===== config.mk =====
export PLATFORM = sky130hd
export DESIGN_NAME = acs_array
export DESIGN_NICKNAME = d
export VERILOG_FILES = /design/src/rtl/viterbi_pkg.sv /design/src/rtl/acs_unit.sv /design/src/rtl/acs_array.sv
export SDC_FILE = /design/constraint.sdc
export NUM_CORES = 1
export LEC_CHECK = 0
export CORE_UTILIZATION = 25
export CTS_BUF_LIST = sky130_fd_sc_hd__clkbuf_4 sky130_fd_sc_hd__clkbuf_8
export DETAILED_ROUTE_END_ITERATION = 8
export GPL_TIMING_DRIVEN = 1
export HOLD_SLACK_MARGIN = 0.02
export SETUP_SLACK_MARGIN = 0.2
export SYNTH_ARGS = -nofsm -noshare
export SYNTH_HDL_FRONTEND = slang
export SYNTH_SLANG_ARGS = --single-unit

===== constraint.sdc =====
create_clock -name clk -period 31.5 [get_ports clk]
set_clock_uncertainty 0.05 [all_clocks]
set_input_delay 7.875 -clock clk [delete_from_list [all_inputs] [get_ports clk]]
set_output_delay 7.875 -clock clk [all_outputs]
set_load 0.1 [all_outputs]

===== src/rtl/viterbi_pkg.sv =====
// Trellis helpers shared by the ACS array: expected code symbols, the initial
// path metric and predecessor indexing for a rate-1/2 shift-register code.
package viterbi_pkg;

  function automatic int parity(int v);
    int p;
    p = 0;
    for (int i = 0; i < 32; i++) p = p ^ ((v >> i) & 1);
    return p;
  endfunction

  // Branch-metric slice index {c0,c1} for register contents r = {u, p}.
  function automatic int exp_sym(int k, int g0, int g1, int r);
    int mask;
    mask = (1 << k) - 1;
    return 2 * parity(r & g0 & mask) + parity(r & g1 & mask);
  endfunction

  function automatic int init_metric(int pm_w);
    return 1 << (pm_w - 2);
  endfunction

  // Predecessor j of next state s is {s[sw-2:0], j}.
  function automatic int pred_idx(int s, int sw, int j);
    return ((s << 1) | j) & ((1 << sw) - 1);
  endfunction

  function automatic int new_bit(int s, int sw);
    return (s >> (sw - 1)) & 1;
  endfunction

endpackage


===== src/rtl/acs_unit.sv =====
// One add-compare-select cell: both candidates at PM_W+1 bits, ties go to the
// even predecessor.
module acs_unit #(
  parameter int PM_W = 8,
  parameter int BM_W = 2
) (
  input  logic [PM_W-1:0] pm0,
  input  logic [PM_W-1:0] pm1,
  input  logic [BM_W-1:0] bm0,
  input  logic [BM_W-1:0] bm1,
  output logic [PM_W:0]   metric,
  output logic            dec
);

  logic [PM_W:0] cand0;
  logic [PM_W:0] cand1;

  assign cand0  = {1'b0, pm0} + {{(PM_W + 1 - BM_W){1'b0}}, bm0};
  assign cand1  = {1'b0, pm1} + {{(PM_W + 1 - BM_W){1'b0}}, bm1};
  assign dec    = (cand1 < cand0);
  assign metric = dec ? cand1 : cand0;

endmodule


===== src/rtl/acs_array.sv =====
// Add-compare-select array over 2^(K-1) trellis states with frame restart,
// path-metric renormalisation, best-state search and a one-deep output register.
module acs_array import viterbi_pkg::*; #(
  parameter int K     = 3,
  parameter int G0    = 'o7,
  parameter int G1    = 'o5,
  parameter int BM_W  = 2,
  parameter int PM_W  = 8,
  parameter int CNT_W = 8
) (
  input  logic                      clk,
  input  logic                      rst,
  input  logic                      bm_valid,
  output logic                      bm_ready,
  input  logic                      bm_first,
  input  logic [4*BM_W-1:0]         bm,
  output logic                      dec_valid,
  input  logic                      dec_ready,
  output logic [(1 << (K-1))-1:0]   dec_bits,
  output logic [K-2:0]              best_state,
  output logic [PM_W-1:0]           best_metric,
  output logic                      norm_event,
  output logic [CNT_W-1:0]          step_cnt
);

  localparam int NSTATE = 1 << (K - 1);
  localparam int SW     = K - 1;
  localparam int INIT   = init_metric(PM_W);

  function automatic logic [PM_W-1:0] init_vec(int idx);
    return (idx == 0) ? '0 : PM_W'(INIT);
  endfunction

  function automatic logic [PM_W-1:0] norm_metric(logic [PM_W-1:0] m, logic clr);
    logic [PM_W-1:0] r;
    r = m;
    if (clr) r[PM_W-1] = 1'b0;
    return r;
  endfunction

  function automatic logic [CNT_W-1:0] sat_inc(logic [CNT_W-1:0] c);
    return (&c) ? c : c + 1'b1;
  endfunction

  logic [PM_W-1:0]   pm_p1     [NSTATE];
  logic [PM_W-1:0]   pm_old_p0 [NSTATE];
  logic [PM_W:0]     new_p0    [NSTATE];
  logic [PM_W-1:0]   nm_p0     [NSTATE];
  logic              dec_w_p0  [NSTATE];
  logic [NSTATE-1:0] dec_p0;
  logic              norm_p0;
  logic [SW-1:0]     best_idx_p0;
  logic [PM_W-1:0]   best_val_p0;
  logic              accept;

  logic              vld_p1;
  logic [NSTATE-1:0] dec_p1;
  logic [SW-1:0]     best_idx_p1;
  logic [PM_W-1:0]   best_val_p1;
  logic              norm_p1;
  logic [CNT_W-1:0]  cnt_p1;

  assign bm_ready = !vld_p1 || dec_ready;
  assign accept   = bm_valid && bm_ready;

  // Stage p0: old-metric selection and the combinational ACS cells.
  always_comb begin
    for (int i = 0; i < NSTATE; i++)
      pm_old_p0[i] = bm_first ? init_vec(i) : pm_p1[i];
  end

  for (genvar s = 0; s < NSTATE; s++) begin : g_acs
    localparam int U    = new_bit(s, SW);
    localparam int P0   = pred_idx(s, SW, 0);
    localparam int P1   = pred_idx(s, SW, 1);
    localparam int SYM0 = exp_sym(K, G0, G1, (U << SW) | P0);
    localparam int SYM1 = exp_sym(K, G0, G1, (U << SW) | P1);

    acs_unit #(
      .PM_W (PM_W),
      .BM_W (BM_W)
    ) u_acs (
      .pm0    (pm_old_p0[P0]),
      .pm1    (pm_old_p0[P1]),
      .bm0    (bm[SYM0*BM_W +: BM_W]),
      .bm1    (bm[SYM1*BM_W +: BM_W]),
      .metric (new_p0[s]),
      .dec    (dec_w_p0[s])
    );
  end

  // Renormalise when every metric sits in the upper half; bit PM_W never sets
  // under the width constraint but is folded in so the test stays safe.
  always_comb begin
    norm_p0 = 1'b1;
    dec_p0  = '0;
    for (int i = 0; i < NSTATE; i++) begin
      norm_p0   = norm_p0 & (new_p0[i][PM_W] | new_p0[i][PM_W-1]);
      dec_p0[i] = dec_w_p0[i];
    end
    for (int i = 0; i < NSTATE; i++)
      nm_p0[i] = norm_metric(new_p0[i][PM_W-1:0], norm_p0);
  end

  always_comb begin
    best_idx_p0 = '0;
    best_val_p0 = nm_p0[0];
    for (int i = 1; i < NSTATE; i++) begin
      if (nm_p0[i] < best_val_p0) begin
        best_val_p0 = nm_p0[i];
        best_idx_p0 = SW'(i);
      end
    end
  end

  // Stage p1: path metrics and the held decision word.
  always_ff @(posedge clk) begin
    if (rst) begin
      vld_p1      <= 1'b0;
      dec_p1      <= '0;
      best_idx_p1 <= '0;
      best_val_p1 <= '0;
      norm_p1     <= 1'b0;
      cnt_p1      <= '0;
      for (int i = 0; i < NSTATE; i++) pm_p1[i] <= init_vec(i);
    end else if (accept) begin
      vld_p1      <= 1'b1;
      dec_p1      <= dec_p0;
      best_idx_p1 <= best_idx_p0;
      best_val_p1 <= best_val_p0;
      norm_p1     <= norm_p0;
      cnt_p1      <= bm_first ? CNT_W'(1) : sat_inc(cnt_p1);
      for (int i = 0; i < NSTATE; i++) pm_p1[i] <= nm_p0[i];
    end else if (dec_ready) begin
      vld_p1 <= 1'b0;
    end
  end

  assign dec_valid   = vld_p1;
  assign dec_bits    = dec_p1;
  assign best_state  = best_idx_p1;
  assign best_metric = best_val_p1;
  assign norm_event  = norm_p1;
  assign step_cnt    = cnt_p1;

endmodule

Word level (Yosys, flattened, before mapping)
Memory sizes are Yosys's and may differ from the RTL's.
Cells that the tools add are included.
{"block": "classes", "eq_ne": 1, "bitwise": 11, "addsub": 9, "reduce_logical": 6, "magnitude_cmp": 7, "mux": 31}
{"cell": "8-bit 2-to-1 mux", "n": 13}
{"cell": "8-bit by 2-bit adder with 9-bit output", "n": 8}
{"cell": "9-bit less-than comparator", "n": 4}
{"cell": "9-bit 2-to-1 mux", "n": 4}
{"cell": "8-bit less-than comparator", "n": 3}
{"cell": "1-bit 2-to-1 mux", "n": 12}
{"cell": "8-bit by 1-bit adder with 8-bit output (second input constant)", "n": 1}
{"cell": "1-bit OR", "n": 8}
{"cell": "8-bit AND reduction", "n": 1}
{"cell": "2-bit 2-to-1 mux", "n": 2}
{"cell": "1-bit bitwise AND", "n": 3}
{"cell": "2-bit inequality test (second input constant)", "n": 1}
{"cell": "2-bit AND reduction", "n": 1}
{"cell": "2-bit nonzero test", "n": 1}
{"cell": "1-bit logical AND", "n": 1}
{"cell": "1-bit zero test", "n": 1}
{"cell": "1-bit logical OR", "n": 1}
{"block": "totals", "mem_bits_rw": 32, "output_inout_bits": 25, "n_memories": 1, "inputBits": 13, "reg_bits": 24, "wordCells": 72}
{"memory": "pm_p1", "words": 4, "word_bits": 8, "read_ports": 4, "rd_clocked_by_memory_dff": 0, "write_ports": 4, "line_no": "acs_array.sv:45", "rtl": "logic [PM_W-1:0] pm_p1 [NSTATE];"}

Longest topological paths before layout
An unclocked memory read counts as a cell.
{"block": "logic_depth", "depth_word": 16, "ltp_mapped": 48, "depth_no_buf": 43}

Hierarchy
From an unflattened synthesis, not the netlist that was laid out.
{"block": "unflattened", "hier_cells": 657, "area_unflattened_um2": 5647.9}
{"module": "acs_array", "area_per_inst_um2": 3194.3, "instances": 1, "cells_per_inst": 335, "seq_area_each_um2": 1441.4}
{"module": "acs_unit at g_acs[1].u_acs ...", "area_per_inst_um2": 614.3, "instances": 3, "cells_per_inst": 81, "seq_area_each_um2": 0.0}
{"module": "acs_unit at g_acs[0].u_acs", "area_per_inst_um2": 610.6, "instances": 1, "cells_per_inst": 79, "seq_area_each_um2": 0.0}

Worst setup path after synthesis
No wires, ideal clock.
{"block": "synth_timing", "kind": "input to register", "from": "input bm_first", "to": "register best_val_p1[0] (netlist: best_metric[0])", "arrival_ps": 16855, "stages": 45, "setup_time_ps": 86, "setup_slack_ps": 14509, "path_cell_list": "clkbuf_1 clkbuf_1 clkbuf_1 buf_1 clkbuf_1 nor2b_1 ha_1 ha_1 a21oi_1 nand2b_1 nor2_1 xnor2_1 or2_2 ha_1 a21oi_1 o21ai_0 a211oi_2 mux2i_1 [9 not listed] ha_1 nand4_1 a21oi_1 nor3_1 or4_4 o211ai_2 buf_2 a21o_1 ha_1 a21o_1 a21oi_1 nor2_1 nor2_1 nand2_1 nand2b_1 o22a_1 mux2_1 a211oi_1"}
{"element": "start, declared", "line_no": "acs_array.sv:15", "rtl": "input logic bm_first,"}
{"element": "end signal, assigned", "line_no": "acs_array.sv:130", "rtl": "best_val_p1 <= best_val_p0;"}
{"element": "end, declared", "line_no": "acs_array.sv:59", "rtl": "logic [PM_W-1:0] best_val_p1;"}

==> summary by stage <==
Route
The routed design has 16,170 µm of wire. The number of optimization iterations in the first detailed-route pass is 5. Using the TritonRoute via totals, the vias-per-cell ratio works out to 4.987. The routed length per placed instance is 15.97 µm. For this run, design rule violations remaining after detail routing come to 0. The detail route stage leaves a number of antenna-violating nets equal to 0. After the first detailed-routing iteration, the DRC count stood at 421. The final route contains 5,047 vias.

Final layout
The area of all placed cells without fillers is 0.006469 mm². Of the cells placed in the final design, the portion with a size suffix greater than 1 is 5.777%. Measured on the finished design, the core utilization comes to 28.66%. The net total in the final layout is 809.

The layout overhead on the synthesized area is 12.69%. The count of antenna diodes in the layout is 0.

Synthesis
Counting instances in the post-synthesis netlist gives the leading cell types as nor2_1, ha_1, nand2_1, a21oi_1, inv_1. Among all flip-flop cells after synthesis, the most frequent one is edfxtp_1. The async set-reset flop share out of synthesis is 0%. The Yosys step of the flow raised 0 warnings. Synthesis instantiated 61 different standard cells from the library. The register area share after synthesis is 25.11%. The fraction of synthesized cell area taken by the top area cell type is 16.74%. The synthesized area divided by synthesized cell count is 8.120 µm². The number of instances in the synthesized netlist is 707. The biggest area contributor in the post-synthesis netlist is edfxtp_1. The net count after synthesis is 790. The number of synthesized register bits is 56. Sorting the synthesized cells by area gives the leading types as edfxtp_1, ha_1, dfxtp_1, nor2_1, a21oi_1. In this run, synthesis inferred 32 flip-flops with an integrated enable. The library cell with the highest instance count after synthesis is nor2_1. The synthesized area is 0.005741 mm².

Global route
The first global-routing pass estimated 26,570 µm of wire. Global routing used 14.10% of the available tracks. The number of antenna violations at the first check in global routing came to 0. The total overflow left after global routing is 0. The number of global-route vias before repair came to 5,018. The maximum number of pins on one net before global-route repair is 55.

Clock network
The CTS tree is built. Clock-pin slew was measured on the worst setup and hold paths at 0.11 ns. CTS placed an instance of clkbuf_8 at the clock tree root. Once the clock tree was built, the setup fixing pass inserted 0 buffers. The CTS buffer count is 5. The count of hold-fix buffers inserted at cts is 0. The maximum count of clock buffers along a single path is 2. The count of H-tree levels built during CTS is 2. For the worst-skew pair, the clock arrives at the later sink with an insertion delay of 0.34 ns.

The clock sink count is 56. The total of cells resized after clock tree synthesis is 0.

STA
The final period demand of the worst path is 17.86 ns. Static timing analysis puts the maximum clock frequency at 0.05598 GHz. The total count of hold-check failures in the final report is 0. For the final routed database, the setup TNS stands at 0 ns. The final-report max-slew violation count is 0.

Setup repair after global routing left no endpoint under its margin. The worst-case hold slack is 0.4192 ns. The final critical path takes up 56.71% of the cycle. The worst slew margin relative to its limit is 23.61%. Setup violations remaining at the end of the flow were counted as 0. The slew of the pin with the lowest slew margin is 1.131 ns.

Critical path
Data arrives at the worst endpoint at 18.07 ns. The maximum fanout along the worst path is 54. The worst register-to-register path ends at best_metric[0]. The required time of the critical path is 31.70 ns. Counting cells, the worst reg-to-reg path comes to 40. The origin of the critical flop-to-flop path is pm_p1[0][0].

The worst setup path is of the primary input to register kind. For flop-to-flop paths, the worst setup slack is 21.80 ns. STA classifies the critical path startpoint as a primary input. The endpoint type of the worst setup path is a register.

For this run, the slowest stage of the critical path takes 0.69 ns. The cell with the biggest individual delay on the critical path is inv_1.

Power and ir drop
In this run the power density over the cells is 54.08 mW/mm². The largest vdd supply drop is 23.77 µV. The leakage component of the power is 0.002586 µW.

Worst hold path
For hold timing, the worst endpoint is norm_event. The worst hold path was traced through 2 stages. The startpoint of the lowest-slack hold path is norm_event. The path class of the tightest hold or removal check is register to register.

Placement
Input and output buffers added on the ports amount to 37. Detailed placement ended at an HPWL of 12,770 µm. Routability-driven placement finished with a final weighted congestion of 0.9432. After detailed placement, the total cell area comes to 0.006380 mm².

Status
The run finished with clean final reports.

Floorplanning
The initial utilization of the core area, before any placement, comes to 25.43%. The floorplan die area is 0.02357 mm². The horizontal die dimension is 153.5 µm.

The site row count is 55. The I/O pin count is 38. The placeable core region is 0.02257 mm². The floorplan die height is 153.5 µm.

Run
Max-cap violations in this run came to 0.
-- routing by layer --
| metal | up-vias | GRT usage, % | part of all wire, % |
|---|---|---|---|
| met5 | - | 0 | 0 |
| met1 | 2363 | 19.76 | 50 |
| met3 | 14 | 1.409 | 3.6 |
| met2 | 114 | 22.99 | 45 |
| met4 | 0 | 3.667 | 1.3 |
| li1 | 2556 | - | - |
-- sequential cells by signal (all words and copies together) (netlist names) --
register,cells
step_cnt,8
dec_valid,1
best_metric,8
dec_bits,4
best_state,2
pm_p1,32
norm_event,1
-- layout make-up --
type | instances | area (µm²)
clock buffers | 5 | 68.82
clock inverters | 3 | 20.02
fillers | 2421 | 16100
inverters | 37 | 138.9
multi-input cells | 584 | 4040
flip-flops and latches | 56 | 1441
well taps | 285 | 356.6
repair buffers | 42 | 402.9
-- cell families (layout without fill, tap and decap cells) --
logic type / count (synthesis) / count (layout) / share of synthesized area (%)
mux: 35 / 35 / 6.539
flops: 56 / 56 / 25.11
buf+inv: 67 / 87 / 4.512
fa+ha+maj: 78 / 78 / 16.70
compound gates: 143 / 143 / 16.32
simple gates: 280 / 280 / 23.50
xor+xnor: 48 / 48 / 7.323
-- report_power, final --
group | internal, µW | leakage (µW) | switching, µW | total, µW
Clock | 16.0 | 0.0000489 | 27.5 | 43.5
Sequential | 86.8 | 0.000538 | 8.10 | 94.9
Combinational | 73.4 | 0.00200 | 138 | 211
Total | 176 | 0.00259 | 174 | 350
-- cells in the final DEF (no fill, tap or decap), types with 21 or more instances in the layout --
cell type and n:
a21oi_1 51, clkdlybuf4s50_1 36, dfxtp_1 24, edfxtp_1 32, ha_1 70, inv_1 37
mux2i_1 21, nand2_1 66, nand3_1 22, nor2_1 97, o21ai_0 22, xnor2_1 25
xor2_1 23
-- metrics by stage --
step / instances / total power [µW] / setup slack, ns
finish: 1012 / 349.8 / 13.64
floorplan: 707 / 257.6 / 14.51
CTS: 1012 / 351.0 / 13.64
global placement: 1004 / 305.7 / 13.67
detailed placement: 1004 / 306.5 / 13.38
global route: 1012 / 376.0 / 12.73
-- how the worst max path moves through the flow --
| stage | slack, ns | startpoint | to | depth (start not counted) |
|---|---|---|---|---|
| finish | 13.64 | bm_first | best_metric[0] | 44 |
| global route | 12.73 | bm_first | best_metric[0] | 43 |
| CTS | 13.64 | bm_first | best_metric[0] | 44 |
| detailed placement | 13.38 | bm_first | best_metric[0] | 44 |
| global placement | 13.67 | bm_first | best_metric[0] | 43 |
| floorplan | 14.51 | bm_first | best_metric[0] | 45 |
-- critical path: cells and delay by family --
kind / cells / cell delay (ns)
muxes: 3 / 1.11
AOI/OAI and AO/OA: 17 / 3.95
xor gates and xnor gates: 2 / 0.33
buffers and inverters: 5 / 1.25
and+or+nand+nor: 12 / 2.07
adders and majority gates: 5 / 1.43
(Power assumes the default switching activity.)
